==> src/rtl/out_port_arb.sv <==
// Output-port arbiter: round-robin grant among five input queues, held for a whole packet,
// with a registered valid/ready output stage toward the downstream hop.
module out_port_arb #(
  parameter logic [4:0] PORT_DIR = 5'b00001
) (
  input  logic        clk_i,
  input  logic        rst_i,
  input  logic [4:0]  in_valid_i,
  input  logic [79:0] in_flit_i,
  input  logic [24:0] in_dir_i,
  input  logic        out_ready_i,
  output logic [4:0]  pop_o,
  output logic        out_valid_o,
  output logic [15:0] out_flit_o
);

  typedef enum logic {IDLE, LOCK} state_t;

  state_t      state, state_nxt;
  logic [2:0]  ptr, ptr_nxt;
  logic [2:0]  owner, owner_nxt;
  logic [4:0]  req;
  logic [2:0]  grant;
  logic        grant_vld;
  logic [3:0]  scan_sum;
  logic [2:0]  scan_idx;
  logic [15:0] owner_flit;
  logic        owner_valid;
  logic        adv;

  // Only head-type flits (type bit 14 set: head or head+tail) aimed at this port request.
  always_comb begin
    req = '0;
    for (int unsigned i = 0; i < 5; i++) begin
      req[i] = in_valid_i[i] & (|(in_dir_i[5*i +: 5] & PORT_DIR)) & in_flit_i[16*i + 14];
    end
  end

  always_comb begin
    grant     = '0;
    grant_vld = 1'b0;
    scan_sum  = '0;
    scan_idx  = '0;
    for (int unsigned k = 0; k < 5; k++) begin
      scan_sum = {1'b0, ptr} + 4'(k);
      scan_idx = (scan_sum >= 4'd5) ? 3'(scan_sum - 4'd5) : scan_sum[2:0];
      if (!grant_vld && req[scan_idx]) begin
        grant     = scan_idx;
        grant_vld = 1'b1;
      end
    end
  end

  always_comb begin
    owner_flit  = '0;
    owner_valid = 1'b0;
    for (int unsigned i = 0; i < 5; i++) begin
      if (owner == 3'(i)) begin
        owner_flit  = in_flit_i[16*i +: 16];
        owner_valid = in_valid_i[i];
      end
    end
  end

  assign adv = (state == LOCK) & owner_valid & (~out_valid_o | out_ready_i);

  always_comb begin
    pop_o = '0;
    for (int unsigned i = 0; i < 5; i++) begin
      pop_o[i] = adv & (owner == 3'(i));
    end
  end

  always_comb begin
    state_nxt = state;
    ptr_nxt   = ptr;
    owner_nxt = owner;
    case (state)
      IDLE: begin
        if (grant_vld) begin
          state_nxt = LOCK;
          owner_nxt = grant;
          ptr_nxt   = (grant == 3'd4) ? '0 : grant + 3'd1;
        end
      end
      LOCK: begin
        // Tail and head+tail both have bit 15 set.
        if (adv && owner_flit[15]) begin
          state_nxt = IDLE;
        end
      end
      default: state_nxt = IDLE;
    endcase
  end

  always_ff @(posedge clk_i or posedge rst_i) begin
    if (rst_i) begin
      state <= IDLE;
      ptr   <= '0;
      owner <= '0;
    end else begin
      state <= state_nxt;
      ptr   <= ptr_nxt;
      owner <= owner_nxt;
    end
  end

  always_ff @(posedge clk_i or posedge rst_i) begin
    if (rst_i) begin
      out_valid_o <= 1'b0;
      out_flit_o  <= '0;
    end else if (adv) begin
      out_valid_o <= 1'b1;
      out_flit_o  <= owner_flit;
    end else if (out_valid_o && out_ready_i) begin
      out_valid_o <= 1'b0;
    end
  end

endmodule
==> config.mk <==
export PLATFORM = sky130hd
export DESIGN_NAME = out_port_arb
export DESIGN_NICKNAME = d
export VERILOG_FILES = /design/src/rtl/out_port_arb.sv
export SDC_FILE = /design/constraint.sdc
export NUM_CORES = 1
export LEC_CHECK = 0
export CORE_UTILIZATION = 40
export DETAILED_ROUTE_END_ITERATION = 10
export PLACE_DENSITY_LB_ADDON = 0.15
export SYNTH_ARGS = -nofsm -noshare
export SYNTH_HDL_FRONTEND = slang
export SYNTH_SLANG_ARGS = --single-unit
==> constraint.sdc <==
create_clock -name clk_i -period 4.1 [get_ports clk_i]
set_clock_uncertainty 0.2 [all_clocks]
set_input_delay 0.41 -clock clk_i [delete_from_list [all_inputs] [get_ports clk_i]]
set_output_delay 0.41 -clock clk_i [all_outputs]
set_load 0.02 [all_outputs]
==> flow_summary_export.csv <==
group,metric,value,unit
clock_network,clkTransAtPathRegs,0.08,ns
timing,tns,0,ns
logic_synthesis,synthCells,270,
global_route,grt_pass1_vias,2684,
timing,relSlewSlack,0.407,
job,cap_violations,0,
clock_network,cts_sinks,24,
global_route,grt_pass1_wl,12400,um
worst_setup_path,slowest_delay,0.42,ns
timing,fmax,261,MHz
power,power.switching,1.52,mW
power,switching_share,0.466,
finish,seq_area,602,um^2
logic_synthesis,synth_warnings,0,
floorplanning,die-area,6610,um^2
route,viasPerCell,5.69,
timing,fin_crit_sh,0.933,
global_route,grt_max_degree,27,
power,p_clk_frac,0.063,
logic_synthesis,seq_area_frac_synth,0.239,
logic_synthesis,synth_edf_count,0,
placement,gp_congestion,0.859,
worst_setup_path,cp-start-kind,"register",
floorplanning,rows,28,
logic_synthesis,syn_area,2520,um^2
clock_network,clock_latency,0.27,ns
placement,portBuffers,114,
floorplanning,initial_utilization,0.420,
route,drc,0,
worst_setup_path,r2r_slack,0.27,ns
timing,finalHoldViolations,0,
clock_network,clockBufferDepth,2,
clock_network,cts_tree,"built",
power,leakage,1.63,nW
worst_setup_path,critPathMaxFanout,6,
power,finalPower,3.26,mW
clock_network,root_buffer,"clkbuf_8",
outcome,status,"completed",
power,p_int,1.74,mW
global_route,grt-ovfl-total,0,
timing,maxSlewViolCount,0,
worst_hold_path,hold_depth,2,
placement,hpwl,6560,um
finish,fillerInstances,512,
global_route,antenna_found_initial,0,
route,wire_per_inst,16.6,um
logic_synthesis,ys_types,60,
worst_hold_path,min_path_type,"register to register",
timing,finalCriticalPeriod,3.83,ns
power,power.density,818,nW/um^2
worst_hold_path,worstHoldStart,"out_flit_o[3]",
route,antenna_left,0,
timing,fin_hold_ws,0.283,ns
global_route,track_usage,0.243,
worst_setup_path,required,4.10,ns
timing,setup_viol,0,
route,vias,2678,
floorplanning,core,5990,um^2
timing,rsz0062_at_grt,"no",
power,ir_drop,0.582,mV
logic_synthesis,ys_ff_latch,24,
floorplanning,die_x,81.3,um
clock_network,htree_levels,1,
logic_synthesis,syn_avg_cell_area,9.32,um^2
route,first_pass_iters,4,
finish,multiInputGateArea,1850,um^2
finish,area_delta_synth_final,58.2,%
floorplanning,die_y,81.3,um
floorplanning,ioPinCount,135,
route,drt_iter0_markers,101,
power,comb_power_share,0.804,
worst_setup_path,cp_slowest_cell,"dfrtp_1",
worst_setup_path,r2r_start,"ptr[0]",
logic_synthesis,async_flop_share,1.00,
finish,drive_gt1_frac,0.177,
power,seqPwrFrac,0.133,
logic_synthesis,ys.flop_type,"dfrtp_1",
worst_setup_path,worstPathCellList,"clkinv_1, ha_1, inv_1, fa_1, o21ba_2, or2_2, a211oi_1, o22ai_2, nand4b_4, a21oi_1, a2111oi_4, buf_4, ha_1, a311oi_1, mux2i_1, a21oi_1",
worst_setup_path,path_class,"register to register",
timing,worst_slew_pin_slew,0.888,ns
finish,fin_nets,521,
finish,n_antenna_cell,0,
worst_setup_path,r2r_end,"ptr[2]",
logic_synthesis,synthesis.nets,394,
worst_setup_path,end_kind,"register",
clock_network,cts_buffers,3,
worst_hold_path,min_to,"out_flit_o[3]",
worst_setup_path,r2r_cells,16,
route,wirelength,7820,um
worst_setup_path,worstPathArrival,3.83,ns
cells in the final DEF, fill, tap and decap left out, types with 2 or more instances in the layout:
| cell type | n |
|---|---|
| a22oi_1 | 16 |
| a211oi_1 | 3 |
| a31oi_1 | 2 |
| and3_1 | 8 |
| mux2i_1 | 9 |
| dfrtp_1 | 23 |
| inv_1 | 10 |
| nor3_1 | 7 |
| clkdlybuf4s50_1 | 114 |
| a311oi_1 | 2 |
| a21o_1 | 4 |
| nand2_1 | 31 |
| a221o_1 | 2 |
| nand3_1 | 6 |
| buf_4 | 25 |
| clkbuf_8 | 3 |
| ha_1 | 9 |
| xnor2_1 | 4 |
| nand2b_1 | 4 |
| nor4_1 | 3 |
| o21ai_0 | 22 |
| nor2_1 | 12 |
| o22ai_2 | 3 |
| a21oi_1 | 11 |
| mux4_2 | 19 |
| or2_2 | 2 |
| nor2b_1 | 4 |
worst max path at each step:
stage / from / endpoint / slack (ns) / cells past startpoint
2_1_floorplan: ptr[0] / ptr[2] / 0.31 / 16
3_3_place_gp: ptr[1] / ptr[2] / 0.23 / 16
3_5_place_dp: ptr[1] / ptr[2] / 0.19 / 14
4_1_cts: ptr[1] / ptr[2] / 0.16 / 14
5_1_grt: ptr[0] / ptr[2] / 0.005 / 16
6_report: ptr[0] / ptr[2] / 0.27 / 16
power by group through the flow:
stage               combinational [mW]  sequential [mW]  clock [mW]
floorplan                         1.65            0.513           0
global placement                  2.47            0.433           0
detailed placement                2.53            0.434           0
CTS                               2.53            0.432       0.209
global route                      2.86            0.449       0.221
finish                            2.62            0.432       0.206
cell families after synthesis:
kind of cell	Yosys count	share of synthesized area
muxes	29	0.210
and+or+nand+nor	89	0.188
buffers and inverters	28	0.0457
AOI/OAI and AO/OA	85	0.246
xor gates and xnor gates	4	0.0139
DFF	24	0.239
adders and majority gates	11	0.0577
stage by stage:
stage          setup WS (ns)  utilization  area [um^2]  cells
2_1_floorplan          0.310            -         2520    270
3_3_place_gp           0.231        0.645         3860    466
3_5_place_dp           0.190        0.645         3860    466
4_1_cts                0.160        0.657         3940    470
5_1_grt              0.00528        0.665         3980    471
6_report               0.273        0.665         3980    471
state kept, by name, indices dropped and copies added, names as in the netlist:
signal	cells
out_flit_o	16
out_valid_o	1
ptr	3
state	1
owner	3
worst max-delay path: cells and delay by family (launching register included):
family | cells | cell delay, ns
adders and majority gates | 3 | 0.73
muxes | 1 | 0.12
AOI/OAI and AO/OA | 7 | 1.42
DFF | 1 | 0.42
and+or+nand+nor | 2 | 0.58
buffers and inverters | 3 | 0.29
cells in the mapped netlist (6+ instances only):
| master | n | area [um^2] |
|---|---|---|
| nand2_1 | 31 | 116 |
| and3_1 | 8 | 50.1 |
| nor2_1 | 12 | 45.0 |
| clkbuf_1 | 12 | 45.0 |
| a21oi_1 | 12 | 60.1 |
| o21ai_0 | 23 | 115 |
| mux2i_1 | 9 | 90.1 |
| a22oi_1 | 16 | 120 |
| dfrtp_1 | 24 | 601 |
| ha_1 | 10 | 125 |
| nand3_1 | 6 | 30.0 |
| nor3_1 | 8 | 40.0 |
| inv_1 | 10 | 37.5 |
| mux4_2 | 19 | 428 |
layer usage:
metal,vias to the layer above,routed length (um),global-route usage
met5,-,0,0
met4,0,182,0.0821
met3,14,338,0.0225
met2,97,4120,0.444
met1,1271,3180,0.294
li1,1296,-,-
area by class of cell:
cell class                 count  area share
clock inverter                 1     0.00754
tap                           75      0.0236
sequential                    24       0.151
timing repair buffer         139       0.334
multi-input combinational    218       0.463
inverter                      11      0.0104
clock buffer                   3      0.0104
timing repair:
item,in CTS,in global routing
setup buffers,0,1
endpoints found under the setup margin,0,1
resized for setup,0,11
hold buffers,0,0
Note: power is estimated with default switching activity, not from simulation.
